--- src/rtl/vga_capture.sv ---
// Recovers VGA line/frame timing from sync edges, measures it, and emits active pixels with x/y once stable.
// Latency: 2 clk from input sample to pix_* (input register, then output register).
// Backpressure: none; streaming sink, every sample is consumed on the clock it arrives.
module vga_capture #(
    parameter int   H_START     = 144,
    parameter int   H_ACTIVE    = 640,
    parameter int   V_START     = 35,
    parameter int   V_ACTIVE    = 480,
    parameter logic SYNC_POL    = 1'b0,
    parameter int   LOCK_FRAMES = 2
) (
    input  logic        clk,
    input  logic        clr,
    input  logic        hsync_in,
    input  logic        vsync_in,
    input  logic [2:0]  red_in,
    input  logic [2:0]  green_in,
    input  logic [1:0]  blue_in,
    output logic        pix_valid,
    output logic [9:0]  pix_x,
    output logic [9:0]  pix_y,
    output logic [7:0]  pix_rgb,
    output logic        frame_start,
    output logic [11:0] line_period,
    output logic [10:0] frame_lines,
    output logic        locked
);
    localparam int GW = $clog2(LOCK_FRAMES + 1);

    typedef enum logic [1:0] {SEARCH, CHECK, LOCKED} state_t;

    logic          hs_s1, vs_s1, hs_d, vs_d;
    logic [7:0]    rgb_s1;
    logic [11:0]   h_cnt, h_inc, h_cur;
    logic [10:0]   v_cnt, v_inc, v_cur;
    logic          hedge, vedge, h_sat, h_act, v_act, pix_ok;
    logic          line_bad, frame_bad, chk_line_bad;
    state_t        state, state_nx;
    logic [11:0]   ref_line, ref_line_nx;
    logic [10:0]   ref_frame, ref_frame_nx;
    logic          rl_ok, rl_ok_nx, rf_ok, rf_ok_nx, line_mis, line_mis_nx;
    logic [GW-1:0] good_cnt, good_nx;

    // Stage 1 captures syncs and colour together; the delayed copy of the syncs feeds edge detection.
    // Syncs reset to their idle level so a stream starting on a sync pulse still yields an edge.
    always_ff @(posedge clk or negedge clr) begin
        if (!clr) begin
            hs_s1  <= ~SYNC_POL;
            vs_s1  <= ~SYNC_POL;
            hs_d   <= ~SYNC_POL;
            vs_d   <= ~SYNC_POL;
            rgb_s1 <= '0;
        end else begin
            hs_s1  <= hsync_in;
            vs_s1  <= vsync_in;
            hs_d   <= hs_s1;
            vs_d   <= vs_s1;
            rgb_s1 <= {red_in, green_in, blue_in};
        end
    end

    assign hedge = (hs_s1 == SYNC_POL) && (hs_d != SYNC_POL);
    assign vedge = (vs_s1 == SYNC_POL) && (vs_d != SYNC_POL);

    // Saturating increments double as the period/line measurements taken at an edge.
    assign h_inc = (h_cnt == '1) ? h_cnt : h_cnt + 12'd1;
    assign v_inc = (v_cnt == '1) ? v_cnt : v_cnt + 11'd1;
    assign h_cur = hedge ? '0 : h_inc;
    assign v_cur = vedge ? '0 : (hedge ? v_inc : v_cnt);
    assign h_sat = (h_cur == '1);

    assign line_bad     = hedge && (h_inc != ref_line);
    assign frame_bad    = vedge && (v_inc != ref_frame);
    assign chk_line_bad = hedge && rl_ok && (h_inc != ref_line);

    // Position counters and the sync-edge measurements.
    always_ff @(posedge clk or negedge clr) begin
        if (!clr) begin
            h_cnt       <= '0;
            v_cnt       <= '0;
            line_period <= '0;
            frame_lines <= '0;
        end else begin
            h_cnt <= h_cur;
            v_cnt <= v_cur;
            if (hedge) line_period <= h_inc;
            if (vedge) frame_lines <= v_inc;
        end
    end

    // Lock FSM state and the reference measurements it compares against.
    always_ff @(posedge clk or negedge clr) begin
        if (!clr) begin
            state     <= SEARCH;
            ref_line  <= '0;
            ref_frame <= '0;
            rl_ok     <= 1'b0;
            rf_ok     <= 1'b0;
            line_mis  <= 1'b0;
            good_cnt  <= '0;
        end else begin
            state     <= state_nx;
            ref_line  <= ref_line_nx;
            ref_frame <= ref_frame_nx;
            rl_ok     <= rl_ok_nx;
            rf_ok     <= rf_ok_nx;
            line_mis  <= line_mis_nx;
            good_cnt  <= good_nx;
        end
    end

    // Next-state: SEARCH waits for a frame boundary, CHECK counts matching frames, LOCKED drops on any deviation.
    always_comb begin
        state_nx     = state;
        ref_line_nx  = ref_line;
        ref_frame_nx = ref_frame;
        rl_ok_nx     = rl_ok;
        rf_ok_nx     = rf_ok;
        line_mis_nx  = line_mis;
        good_nx      = good_cnt;
        case (state)
            SEARCH: begin
                if (vedge) begin
                    state_nx    = CHECK;
                    rl_ok_nx    = 1'b0;
                    rf_ok_nx    = 1'b0;
                    line_mis_nx = 1'b0;
                    good_nx     = '0;
                end
            end
            CHECK: begin
                if (h_sat) begin
                    state_nx = SEARCH;
                end else begin
                    if (hedge) begin
                        if (!rl_ok) begin
                            ref_line_nx = h_inc;
                            rl_ok_nx    = 1'b1;
                        end else if (chk_line_bad) begin
                            ref_line_nx = h_inc;
                            good_nx     = '0;
                        end
                    end
                    if (vedge) begin
                        if (!rf_ok) begin
                            ref_frame_nx = v_inc;
                            rf_ok_nx     = 1'b1;
                        end else if ((v_inc == ref_frame) && !line_mis && !chk_line_bad) begin
                            good_nx = good_cnt + GW'(1);
                        end else begin
                            ref_frame_nx = v_inc;
                            good_nx      = '0;
                        end
                        line_mis_nx = 1'b0;
                    end else if (chk_line_bad) begin
                        line_mis_nx = 1'b1;
                    end
                    if (good_nx == GW'(LOCK_FRAMES)) state_nx = LOCKED;
                end
            end
            LOCKED: begin
                if (h_sat || line_bad || frame_bad) state_nx = SEARCH;
            end
            default: state_nx = SEARCH;
        endcase
    end

    assign locked = (state == LOCKED);

    assign h_act  = (h_cur >= 12'(H_START)) && (h_cur < 12'(H_START + H_ACTIVE));
    assign v_act  = (v_cur >= 11'(V_START)) && (v_cur < 11'(V_START + V_ACTIVE));
    // Gate on the next state so a pixel coinciding with loss of lock is already suppressed.
    assign pix_ok = h_act && v_act && (state_nx == LOCKED);

    // Pixel output register; coordinates and colour hold while no valid pixel is present.
    always_ff @(posedge clk or negedge clr) begin
        if (!clr) begin
            pix_valid   <= 1'b0;
            pix_x       <= '0;
            pix_y       <= '0;
            pix_rgb     <= '0;
            frame_start <= 1'b0;
        end else begin
            pix_valid   <= pix_ok;
            frame_start <= pix_ok && (h_cur == 12'(H_START)) && (v_cur == 11'(V_START));
            if (pix_ok) begin
                pix_x   <= 10'(h_cur - 12'(H_START));
                pix_y   <= 10'(v_cur - 11'(V_START));
                pix_rgb <= rgb_s1;
            end
        end
    end
endmodule
--- config.mk ---
export PLATFORM = sky130hd
export DESIGN_NAME = vga_capture
export DESIGN_NICKNAME = d
export VERILOG_FILES = /design/src/rtl/vga_capture.sv
export SDC_FILE = /design/constraint.sdc
export NUM_CORES = 1
export LEC_CHECK = 0
export BUFFER_PORTS_ARGS = -buffer_cell sky130_fd_sc_hd__buf_2
export CORE_AREA = 8 8 200 126
export CTS_BUF_LIST = sky130_fd_sc_hd__clkbuf_8
export DETAILED_ROUTE_END_ITERATION = 10
export DIE_AREA = 0 0 208 134
export MAX_ROUTING_LAYER = met4
export SLEW_MARGIN = 10
export SYNTH_ARGS = -nofsm -noshare
export SYNTH_HDL_FRONTEND = slang
export SYNTH_SLANG_ARGS = --single-unit
--- constraint.sdc ---
create_clock -name clk -period 3.7 [get_ports clk]
set_input_delay 0.185 -clock clk [delete_from_list [all_inputs] [get_ports clk]]
set_output_delay 0.185 -clock clk [all_outputs]
set_load 0.02 [all_outputs]
==> metrics.cfg <==
[cts]
cts.htree.levels = 4
worstSkewPairLatency_ns = 0.45
tritoncts = yes
cts.clk_slew.worst_paths_ns = 0.08
cts.sinks = 118
cts_root_buffer = clkbuf_8
cts_made_buffers = 17
clockBufferDepth = 2

[drt]
drc_errors = 0
drt-vias-per-instance = 5.09
via_count = 5485
wirelength_um = 19500
wl_per_cell_um = 18.1
ant_nets = 0
dr.pass1.iters = 5
first_iter_violations = 460

[die]
die_area_sq_mm = 0.0279
rows = 43
dieHeight_um = 134
ios = 66
core-area_sq_mm = 0.0224
initial_core_util_pct = 29.3
die_w_um = 208

[critical_path]
cp_max_fo = 6
critPathKind = register to register
endpoint_kind = register
crit_arrival_ns = 4.07
required_ns = 4.04
start_kind = register

[yosys]
synth_cell_types = 83
synth.mux.area_fraction_pct = 11.1
synth_simple_gate_area_share_pct = 18.8
syn-cell-area_sq_mm = 0.00655
synth_edf_count = 0
synth-compound-area-share_pct = 13.8
ys_seq_area_share_pct = 45.2
syn_area_per_cell_sq_um = 10.4
synth_xor_area_share_pct = 4.62
synth_top_family_by_area = simple AND/OR/NAND/NOR gates
yosysTopAreaCell = dfrtp_1
synth_area_leaders = dfrtp_1 (44%), mux2_4 (6.0%), nand2_1 (3.5%)
yosys_warnings = 0
synth_async_sr_flop_share_pct = 100
synth_top_cell_area_share_pct = 43.6
synth_ff_type = dfrtp_1
syn_nets = 647
ys_ff_latch = 118
synth_cells = 629
synth_fa_ha_area_share_pct = 1.15

[layout]
drive_gt1_share_pct = 33.9
fin_nets = 790
syn_to_final_growth_pct = 26.8
num_antenna_cells = 0
finalCoreUtilization_pct = 37.1

[timing]
rsz0062_at_grt = yes
fin_ws_ns = -0.0317
fmax_mhz = 268
fin_setup_tns_ns = -0.412
tightest_slew_ns = 0.880
period_share_pct = 101
holdWs_ns = 0.367
maxSlewHeadroom_pct = 40.9
fin_skew_ns = 0.0126
setup_viol = 25
hold_violations = 0
finalMaxSlewViolations = 0
period_needed_ns = 3.73

[placed_design]
hpwl_um = 14400
place_congestion = 0.917
portBuffers = 65

[run]
cap_violations = 0

[global_routing]
grt_pass1_wl_um = 31000
grt_max_degree = 64
grt_usage_pct = 14.5
grt_antenna_before_repair = 0
overflow = 0
grt_pass1_vias = 5376

[status]
failed_checks = setup timing
outcome = finished, violations left

[power_and_ir_drop]
power_density_mw_per_mm2 = 438
total_leakage_power_uw = 0.00385
ir_worst_vdd_mv = 0.255

[worst_hold_path]
hp-class = input port to async pin

==> stage by stage <==
step / cell area (sq um) / instances / power (uW) / setup slack (ns)
global placement: 7580 / 1020 / 2460 / 0.0688
floorplan: 6560 / 629 / 2090 / 0.0112
finish: 8300 / 1077 / 3640 / -0.0317
detailed placement: 7580 / 1020 / 2460 / -0.0171
global route: 8300 / 1077 / 3840 / -0.114
CTS: 8120 / 1068 / 3600 / 0.00165
==> worst paths after layout <==
path                       cells after the start  slack [ns]               start                    endpoint
hold reg to reg                                0        0.38     vs_s1$_DFF_PN1_              vs_d$_DFF_PN1_
min in group clk                               2        0.37         green_in[2]         rgb_s1[4]$_DFF_PN0_
max in group asynchronous                      3        2.49                 clr             hs_s1$_DFF_PN1_
setup / recovery                              17       -0.03  h_cnt[0]$_DFF_PN0_        pix_y[7]$_DFFE_PN0P_
hold / removal                                 2        0.37                 clr  line_period[2]$_DFFE_PN0P_
setup reg to reg                              17       -0.03  h_cnt[0]$_DFF_PN0_        pix_y[7]$_DFFE_PN0P_
==> state kept, by name, summed over array words and instances (netlist names), 10 cells and up <==
register     count
line_period     12
pix_y           10
v_cnt           11
ref_frame       11
frame_lines     11
h_cnt           12
ref_line        12
pix_x           10
==> layout make-up <==
cell class                      instances  area (sq um)
Clock buffer                           18           248
Tap cell                              292           365
Inverter                               26          97.6
Fill cell                            2271         14100
Timing Repair Buffer                  165          1160
Multi-Input combinational cell        444          3360
Sequential cell                       118          2960
Clock inverter                         14           111
==> critical path: stages, from the launching register on <==
cell and delay, ns:
dfrtp_1 0.43, ha_4 0.19, nand2_4 0.07, nor4_4 0.05
or3_4 0.40, xnor2_4 0.15, nand2_2 0.10, ha_4 0.12
nor2b_1 0.11, o21ai_1 0.07, or4_4 0.43, a311oi_2 0.27
o211ai_1 0.11, a211o_1 0.31, a21oi_4 0.21, buf_12 0.14
buf_12 0.12, mux2_4 0.30
==> layout by cell type (no fill, tap or decap), types with 4 or more instances in the layout <==
cell / instances
inv_1: 27
o21ai_0: 42
dfrtp_1: 114
dlygate4sd3_1: 11
clkbuf_8: 18
ha_1: 4
dfstp_2: 4
nand2_1: 59
nor3_1: 14
clkinv_2: 5
mux2_4: 26
nor2_1: 33
o211ai_1: 8
and4_1: 7
or4_1: 5
or3_1: 4
xnor2_1: 24
mux2i_1: 19
o31ai_1: 5
buf_2: 64
nor4_1: 7
buf_4: 83
and3_1: 6
nand2b_1: 7
xor2_1: 6
nand3_1: 16
nand4_1: 10
a21oi_1: 15
a31oi_1: 6
mux2_2: 10
nor2b_1: 7
a211oi_1: 7
==> power by group <==
part	switching, uW	internal, uW	leakage (uW)	total, uW
sequential	104	1410	0.00157	1510
clock	564	540	0.000187	1100
combinational	575	442	0.00209	1020
total	1240	2390	0.00385	3640
==> cells in the mapped netlist (all sizes together), types with 3 or more instances <==
cell type and n:
a211oi 8, a21oi 16, a31oi 7, and2 3, and3 7, and4 8
buf 22, clkbuf 19, dfrtp 114, dfstp 4, ha 6, inv 26
mux2 39, mux2i 19, nand2 61, nand2b 7, nand3 20, nand3b 3
nand4 13, nand4b 3, nor2 34, nor2b 7, nor3 14, nor4 11
o211ai 9, o21a 3, o21ai 46, o22ai 3, o31ai 9, o32ai 3
or2 3, or3 5, or4 8, xnor2 26, xor2 6
==> cell families after synthesis <==
group,Yosys count
compound gates,131
xor+xnor,33
fa+ha+maj,6
buf+inv,67
flops,118
mux,58
simple gates,216
==> repair_timing <==
action                     4_1_cts  5_1_grt
pin swaps                        0        8
setup buffers                    4       11
hold buffers                    11        0
hold endpoints to repair        72        0
setup endpoints to repair       26       38
gates resized for setup          5       30
gates cloned                     1        0
==> per-layer routing <==
layer	part of all wire, %	GRT usage (%)
met5	0	-
met1	53	22.1
met4	0.78	2.87
met2	37	17.7
met3	9.2	4.92
Power figures use the tool's default switching activity.
